--- src/rtl/sram22_req_ctrl_pkg.sv ---
// Shared constants and the request record for the SRAM22 request controller.
package sram22_ctrl_pkg;

    localparam int SRAM22_DATA_W      = 32;
    localparam int SRAM22_ADDR_W      = 8;
    localparam int SRAM22_WMASK_W     = SRAM22_DATA_W / 8;
    localparam int SRAM22_RESP_DEPTH  = 4;

    typedef struct packed {
        logic                      we;
        logic [SRAM22_WMASK_W-1:0] wmask;
        logic [SRAM22_ADDR_W-1:0]  addr;
        logic [SRAM22_DATA_W-1:0]  wdata;
    } req_t;

endpackage

--- src/rtl/sram22_req_ctrl_if.sv ---
// Request and response handshake bundle between a requester and the SRAM22 controller.
interface sram22_req_ctrl_if #(
    parameter int DATA_WIDTH  = 32,
    parameter int ADDR_WIDTH  = 8,
    parameter int WMASK_WIDTH = 4
);
    logic                   req_valid;
    logic                   req_ready;
    logic                   req_we;
    logic [WMASK_WIDTH-1:0] req_wmask;
    logic [ADDR_WIDTH-1:0]  req_addr;
    logic [DATA_WIDTH-1:0]  req_wdata;
    logic                   resp_valid;
    logic                   resp_ready;
    logic [DATA_WIDTH-1:0]  resp_rdata;

    modport master (
        output req_valid, req_we, req_wmask, req_addr, req_wdata, resp_ready,
        input  req_ready, resp_valid, resp_rdata
    );

    modport slave (
        input  req_valid, req_we, req_wmask, req_addr, req_wdata, resp_ready,
        output req_ready, resp_valid, resp_rdata
    );
endinterface

--- src/rtl/sram22_resp_fifo.sv ---
// Read-response FIFO: power-of-two depth, registered occupancy exported for credit accounting.
module sram22_resp_fifo #(
    parameter int DATA_WIDTH = 32,
    parameter int DEPTH      = 4,
    localparam int PTR_W     = $clog2(DEPTH),
    localparam int CNT_W     = PTR_W + 1
) (
    input  logic                  clk,
    input  logic                  rst,
    input  logic                  push_i,
    input  logic [DATA_WIDTH-1:0] push_data_i,
    input  logic                  pop_i,
    output logic                  valid_o,
    output logic [DATA_WIDTH-1:0] data_o,
    output logic [CNT_W-1:0]      count_o
);
    logic [DATA_WIDTH-1:0] mem_q [DEPTH];
    logic [PTR_W-1:0]      wr_ptr_q, wr_ptr_d;
    logic [PTR_W-1:0]      rd_ptr_q, rd_ptr_d;
    logic [CNT_W-1:0]      count_q, count_d;
    logic                  pop;

    assign valid_o = (count_q != '0);
    assign pop     = pop_i & valid_o;
    assign data_o  = mem_q[rd_ptr_q];
    assign count_o = count_q;

    always_comb begin
        // NOTE: every output gets a default first so no path through this block infers a latch.
        wr_ptr_d = wr_ptr_q;
        rd_ptr_d = rd_ptr_q;
        count_d  = count_q;
        if (push_i) wr_ptr_d = wr_ptr_q + PTR_W'(1);
        if (pop)    rd_ptr_d = rd_ptr_q + PTR_W'(1);
        unique case ({push_i, pop})
            2'b10:   count_d = count_q + CNT_W'(1);
            2'b01:   count_d = count_q - CNT_W'(1);
            default: count_d = count_q;
        endcase
    end

    // NOTE: state registers use <= so all flops update together from pre-edge values.
    always_ff @(posedge clk or posedge rst) begin
        if (rst) begin
            wr_ptr_q <= '0;
            rd_ptr_q <= '0;
            count_q  <= '0;
        end else begin
            wr_ptr_q <= wr_ptr_d;
            rd_ptr_q <= rd_ptr_d;
            count_q  <= count_d;
        end
    end

    // NOTE: storage is deliberately not reset; the pointers alone decide what is visible.
    always_ff @(posedge clk) begin
        if (push_i) mem_q[wr_ptr_q] <= push_data_i;
    end

    overflow_a: assert property (@(posedge clk) disable iff (rst)
        !(push_i && !pop && (count_q == CNT_W'(DEPTH))));

endmodule

--- src/rtl/sram22_req_ctrl.sv ---
// Valid/ready front-end for a 256x32 byte-masked SRAM22 macro with a credited read-response FIFO.
module sram22_req_ctrl
    import sram22_ctrl_pkg::*;
#(
    parameter int DATA_WIDTH  = SRAM22_DATA_W,
    parameter int ADDR_WIDTH  = SRAM22_ADDR_W,
    parameter int WMASK_WIDTH = SRAM22_WMASK_W,
    parameter int RESP_DEPTH  = SRAM22_RESP_DEPTH
) (
    input  logic                   clk,
    input  logic                   rst,
    sram22_req_ctrl_if.slave       bus,
    output logic                   sram_we_o,
    output logic [WMASK_WIDTH-1:0] sram_wmask_o,
    output logic [ADDR_WIDTH-1:0]  sram_addr_o,
    output logic [DATA_WIDTH-1:0]  sram_din_o,
    input  logic [DATA_WIDTH-1:0]  sram_dout_i
);
    localparam int CNT_W  = $clog2(RESP_DEPTH) + 1;
    localparam int USED_W = CNT_W + 1;

    if (DATA_WIDTH != 8 * WMASK_WIDTH) begin : g_bad_mask
        $error("WMASK_WIDTH must be DATA_WIDTH/8");
    end
    if (RESP_DEPTH < 2 || (RESP_DEPTH & (RESP_DEPTH - 1)) != 0) begin : g_bad_depth
        $error("RESP_DEPTH must be a power of two, at least 2");
    end

    logic              fire;
    logic              wr_fire;
    logic              rd_pend_q, rd_pend_d;
    logic [CNT_W-1:0]  count;
    logic [USED_W-1:0] used;

    assign fire    = bus.req_valid & bus.req_ready;
    assign wr_fire = fire & bus.req_we;

    // Idle cycles still present a read to the macro; that dout is simply never pushed.
    assign sram_addr_o  = bus.req_addr;
    assign sram_din_o   = bus.req_wdata;
    assign sram_we_o    = wr_fire;
    assign sram_wmask_o = wr_fire ? bus.req_wmask : '0;

    // Credit counts the read still in the macro, so ready depends only on registered state.
    assign used          = USED_W'(count) + USED_W'(rd_pend_q);
    assign bus.req_ready = ~rst & (used < USED_W'(RESP_DEPTH));

    assign rd_pend_d = fire & ~bus.req_we;

    always_ff @(posedge clk or posedge rst) begin
        if (rst) rd_pend_q <= 1'b0;
        else     rd_pend_q <= rd_pend_d;
    end

    sram22_resp_fifo #(
        .DATA_WIDTH (DATA_WIDTH),
        .DEPTH      (RESP_DEPTH)
    ) u_resp_fifo (
        .clk         (clk),
        .rst         (rst),
        .push_i      (rd_pend_q),
        .push_data_i (sram_dout_i),
        .pop_i       (bus.resp_ready),
        .valid_o     (bus.resp_valid),
        .data_o      (bus.resp_rdata),
        .count_o     (count)
    );

endmodule

--- src/flat_wrapper.sv ---
// flat-port wrapper written by rule: the top's interface ports become plain ports
module sram22_req_ctrl_flat import sram22_ctrl_pkg::*;
#(
    parameter int DATA_WIDTH  = SRAM22_DATA_W,
    parameter int ADDR_WIDTH  = SRAM22_ADDR_W,
    parameter int WMASK_WIDTH = SRAM22_WMASK_W,
    parameter int RESP_DEPTH  = SRAM22_RESP_DEPTH
)
  (clk, rst, sram_we_o, sram_wmask_o, sram_addr_o, sram_din_o, sram_dout_i, bus_req_valid, bus_req_we, bus_req_wmask, bus_req_addr, bus_req_wdata, bus_resp_ready, bus_req_ready, bus_resp_valid, bus_resp_rdata);
  sram22_req_ctrl_if #(.DATA_WIDTH(DATA_WIDTH), .ADDR_WIDTH(ADDR_WIDTH), .WMASK_WIDTH(WMASK_WIDTH)) bus_i ();
  input  logic clk;
  input  logic rst;
  output logic sram_we_o;
  output logic [WMASK_WIDTH-1:0] sram_wmask_o;
  output logic [ADDR_WIDTH-1:0] sram_addr_o;
  output logic [DATA_WIDTH-1:0] sram_din_o;
  input  logic [DATA_WIDTH-1:0] sram_dout_i;
  input wire logic [$bits(bus_i.req_valid)-1:0] bus_req_valid;
  input wire logic [$bits(bus_i.req_we)-1:0] bus_req_we;
  input wire logic [$bits(bus_i.req_wmask)-1:0] bus_req_wmask;
  input wire logic [$bits(bus_i.req_addr)-1:0] bus_req_addr;
  input wire logic [$bits(bus_i.req_wdata)-1:0] bus_req_wdata;
  input wire logic [$bits(bus_i.resp_ready)-1:0] bus_resp_ready;
  output wire logic [$bits(bus_i.req_ready)-1:0] bus_req_ready;
  output wire logic [$bits(bus_i.resp_valid)-1:0] bus_resp_valid;
  output wire logic [$bits(bus_i.resp_rdata)-1:0] bus_resp_rdata;
  assign bus_i.req_valid = bus_req_valid;
  assign bus_i.req_we = bus_req_we;
  assign bus_i.req_wmask = bus_req_wmask;
  assign bus_i.req_addr = bus_req_addr;
  assign bus_i.req_wdata = bus_req_wdata;
  assign bus_i.resp_ready = bus_resp_ready;
  assign bus_req_ready = bus_i.req_ready;
  assign bus_resp_valid = bus_i.resp_valid;
  assign bus_resp_rdata = bus_i.resp_rdata;
  sram22_req_ctrl #(.DATA_WIDTH(DATA_WIDTH), .ADDR_WIDTH(ADDR_WIDTH), .WMASK_WIDTH(WMASK_WIDTH), .RESP_DEPTH(RESP_DEPTH)) u_core (.clk(clk), .rst(rst), .bus(bus_i), .sram_we_o(sram_we_o), .sram_wmask_o(sram_wmask_o), .sram_addr_o(sram_addr_o), .sram_din_o(sram_din_o), .sram_dout_i(sram_dout_i));
endmodule
--- config.mk ---
export PLATFORM = sky130hd
export DESIGN_NAME = sram22_req_ctrl_flat
export DESIGN_NICKNAME = d
export VERILOG_FILES = /design/src/rtl/sram22_req_ctrl_pkg.sv /design/src/rtl/sram22_req_ctrl_if.sv /design/src/rtl/sram22_resp_fifo.sv /design/src/rtl/sram22_req_ctrl.sv /design/src/flat_wrapper.sv
export SDC_FILE = /design/constraint.sdc
export NUM_CORES = 1
export LEC_CHECK = 0
export ABC_AREA = 1
export BUFFER_PORTS_ARGS = -buffer_cell sky130_fd_sc_hd__buf_2
export CAP_MARGIN = 30
export CORE_MARGIN = 2
export CORE_UTILIZATION = 49
export CTS_BUF_LIST = sky130_fd_sc_hd__clkbuf_2 sky130_fd_sc_hd__clkbuf_4 sky130_fd_sc_hd__clkbuf_8
export CTS_CLUSTER_DIAMETER = 30
export DETAILED_ROUTE_END_ITERATION = 12
export GPL_ROUTABILITY_DRIVEN = 0
export GPL_TIMING_DRIVEN = 0
export PLACE_DENSITY = 0.78
export SLEW_MARGIN = 40
export SYNTH_ARGS = -nofsm -noshare
export SYNTH_HDL_FRONTEND = slang
export SYNTH_SLANG_ARGS = --single-unit
--- constraint.sdc ---
create_clock -name clk -period 1.62 [get_ports clk]
set_input_delay 0.243 -clock clk [delete_from_list [all_inputs] [get_ports clk]]
set_output_delay 0.243 -clock clk [all_outputs]
set_load 0.01 [all_outputs]
==> summary.md <==
The run finished, with violations left. The final reports fail on setup timing. The count of cells in the finished layout, fillers not included, comes to 846. Synthesis handed over a netlist of 488 instances. The repair_antennas step left the layout with diodes totalling 0. TritonCTS built the clock tree. The detailed-route vias per instance was 5.19. The number of antenna violations at the first check in global routing is 0.

Final worst-path setup slack: -0.384 ns. The worst reg-to-reg path cell count was 11. For this design, the slowest cell found on the critical path is sky130_fd_sc_hd__dfrtp_1.

The first global-routing pass estimated 22.3 mm of wire. The post-route fraction of the period consumed by the critical path was 1.24; the clock-pin slew of the registers on the worst-case setup and hold paths was 0.08 ns. The standard-cell row count was 40. The logs give 0.730 for the remaining max-slew budget at the tightest pin and 0 for the sum of overflow across all layers after global routing. Data arrives at the worst endpoint at 1.76 ns. Each instance of the synthesized netlist takes up on average 12.1 um^2. The critical path goes through inv_2 > buf_12 > buf_12 > nand2_1 > o211ai_1 > nand2_1 > buf_2.

The count of nets left with antenna violations once routing finished came out at 0. Setup repair after global routing could not meet its margin everywhere. The worst hold-check path type was in -> reg. The core region is 0.0119 mm^2. Entering global routing, the biggest net connects 19 pins. Overall routed net length: 15.3 mm. The hold slack was 0.0234 ns. The fraction of layout instances using a drive strength above 1 is 0.406. The DRC violations left is 0. The synthesis-stage register bit count is 136. In this run the horizontal extent of the chip is 114 um.

Of all nets on the critical path, the largest fanout is 8. Together, buffers and inverters on the worst path number 4. In this run, placement finished with an instance count of 755. The critical setup path kind is reg -> out. The tools report the maximum buffer depth of the clock tree as 2. The number of optimization iterations in the first detailed-route pass was 5. Element type at the critical path end: a primary output.

In this run the worst setup path terminates at bus_resp_rdata[29]. The required time reported for the critical path endpoint is 1.38 ns. The tools report the launching element type of the critical path as a register.

The area share of the largest cell type after synthesis is 0.649. Timing would allow up to 499 MHz. At the pin with the least slew margin, the transition time is 0.404 ns. Sorting the synthesized cells by area gives the leading types as sky130_fd_sc_hd__edfxtp_1 65%, sky130_fd_sc_hd__o211ai_1 8.1%, sky130_fd_sc_hd__nand2_1 7.3%.

The number of pins exceeding their max-slew limit in the final report is 0. Synthesis produced a netlist with a net count of 575. The biggest cell delay along the critical path is 0.40 ns. During synthesis, Yosys emitted a total of 0 warnings. The timing startpoint of the critical path was u_core.u_resp_fifo.rd_ptr_q[0]. Capture instance of the worst register-to-register path: u_core.u_resp_fifo.count_o[2].

Maximum level of the CTS H-tree: 4. The largest total area in the synthesized netlist belongs to sky130_fd_sc_hd__edfxtp_1. The mean routed wirelength per cell was 18.1 um; the number of DRC markers after the initial detailed-route iteration was 337. The die footprint was 0.0130 mm^2; the detailed-placement wirelength estimate was 8.52 mm. The worst-case IR drop observed on VDD is 957 uV. The initial core utilization was 0.498; the area growth from synthesis to layout was 35.8%.

The total of max-cap violations is 0. Counting I/O delays and the setup requirement, the final critical path takes 2.00 ns. The power density over the cells was 1580 mW/mm^2; the count of different cell masters after synthesis was 18. On the final layout, the worst clock skew is 0.0117 ns. The leakage power was 3.53 nW.

The clock insertion delay at the later pin of the skew report was 0.44 ns; the port buffer count was 119. The logs give 773 for the number of nets in the finished design and 0.682 for the sequential fraction of the synthesis area. Global router's overall resource usage: 0.234. In this run the number of cells on the critical path is 7.

The start of the worst register-to-register path is u_core.u_resp_fifo.count_o[0]. Clock tree synthesis inserted a total of 17 buffers. Setup slack on the worst reg-to-reg path comes out at -0.01 ns. Among cell families on the critical path, the largest total delay comes from buffers and inverters. The number of endpoints with negative hold slack in the final report was 0; the count of boundary I/O pins was 160. Counting every sink on the clock net gives 136. Count of endpoints failing setup in the final report: 38. The synthesized netlist occupies a cell area of 0.00593 mm^2. Detailed routing inserted a total of 4,392 vias.

The cell sitting at the root of the clock tree is a sky130_fd_sc_hd__clkbuf_8. The number of global-route vias before repair is 4,355. The vertical extent of the die is 114 um.
-- through the flow --
stage | setup TNS [ns] | cell area, um^2 | worst slack (ns) | total power, mW | util
after floorplan | -0.0121 | 5940 | -0.0121 | 6.67 | -
after global placement | -44.75 | 6720 | -0.458 | 8.01 | 0.564
after detailed placement | -35.55 | 6750 | -0.399 | 8.14 | 0.567
after CTS | -8.18 | 7810 | -0.299 | 12.1 | 0.656
after global routing | -12.43 | 8050 | -0.450 | 13.3 | 0.676
final | -8.90 | 8050 | -0.384 | 12.7 | 0.676
-- timing repair --
item / 4_1_cts / 5_1_grt
gates cloned: 3 / 1
endpoints found under the setup margin: 135 / 58
pin swaps: 10 / 22
endpoints found under the hold margin: 81 / 7
setup buffers: 24 / 12
resized for setup: 43 / 41
hold buffers: 22 / 2
-- state kept, by name (all words and copies together), names as in the netlist --
register and count:
u_core.rd_pend_q 1, u_core.u_resp_fifo.mem_q 128, u_core.u_resp_fifo.wr_ptr_q 2, u_core.u_resp_fifo.rd_ptr_q 2, u_core.u_resp_fifo.count_o 3
-- layout make-up --
class	instances	area, um^2
Timing Repair inverter	3	22.5
Fill cell	860	3860
Timing Repair Buffer	178	1220
Buffer	60	551
Clock inverter	11	218
Sequential cell	136	4050
Inverter	87	345
Clock buffer	21	283
Tap cell	147	184
Multi-Input combinational cell	203	1180
-- placed cells by master, fill, tap and decap left out, drive strengths merged --
cell | synthesis | final
nand4 | 2 | 2
xnor2 | 1 | 1
buf | 60 | 210
o21ai | 2 | 2
o211ai | 64 | 64
bufinv | 0 | 6
nand2 | 115 | 115
nand3 | 6 | 6
fa | 1 | 1
xor2 | 1 | 1
inv | 87 | 84
clkinv | 0 | 3
ha | 5 | 5
clkinvlp | 0 | 8
edfxtp | 128 | 128
nor2 | 6 | 6
dfrtp | 8 | 8
clkbuf | 2 | 25
dlygate4sd3 | 0 | 24
-- power breakdown --
group	switching [mW]	internal [mW]
logic	2.82	2.28
clock network	1.27	2.13
registers	0.121	4.07
-- logic make-up after synthesis --
family,Yosys count,synth area share
buffers and inverters,149,0.134
AOI/OAI and AO/OA,66,0.0828
adders and majority gates,6,0.0139
and+or+nand+nor,129,0.0838
xor gates and xnor gates,2,0.00296
DFF,136,0.682
-- synthesized netlist by cell type --
cell	count
sky130_fd_sc_hd__buf_2	9
sky130_fd_sc_hd__o21ai_0	2
sky130_fd_sc_hd__buf_6	9
sky130_fd_sc_hd__inv_1	86
sky130_fd_sc_hd__ha_1	5
sky130_fd_sc_hd__xor2_1	1
sky130_fd_sc_hd__fa_1	1
sky130_fd_sc_hd__buf_4	42
sky130_fd_sc_hd__edfxtp_1	128
sky130_fd_sc_hd__xnor2_1	1
sky130_fd_sc_hd__nand4_1	2
sky130_fd_sc_hd__dfrtp_1	8
sky130_fd_sc_hd__nand3_1	6
sky130_fd_sc_hd__inv_2	1
sky130_fd_sc_hd__o211ai_1	64
sky130_fd_sc_hd__nor2_1	6
sky130_fd_sc_hd__nand2_1	115
sky130_fd_sc_hd__clkbuf_1	2
-- how the worst min path moves through the flow --
stage	to	start	cells past startpoint	slack, ns
4_1_cts	u_core.u_resp_fifo.mem_q[1][15]	sram_dout_i[15]	1	0.0001
3_5_place_dp	u_core.u_resp_fifo.count_o[2]	rst	2	0.24
3_3_place_gp	u_core.rd_pend_q	rst	2	0.22
2_1_floorplan	u_core.rd_pend_q	rst	1	0.06
6_report	u_core.u_resp_fifo.mem_q[2][26]	sram_dout_i[26]	1	0.02
5_1_grt	u_core.u_resp_fifo.mem_q[0][20]	sram_dout_i[20]	1	0.002
-- routing by layer --
metal	track usage	wire, um	share of wire
met1	0.258	5370	0.35
met2	0.427	8200	0.54
met3	0.0648	1320	0.087
met4	0.0902	384	0.025
met5	0	0	0
Note: power is estimated with default switching activity, not from simulation.
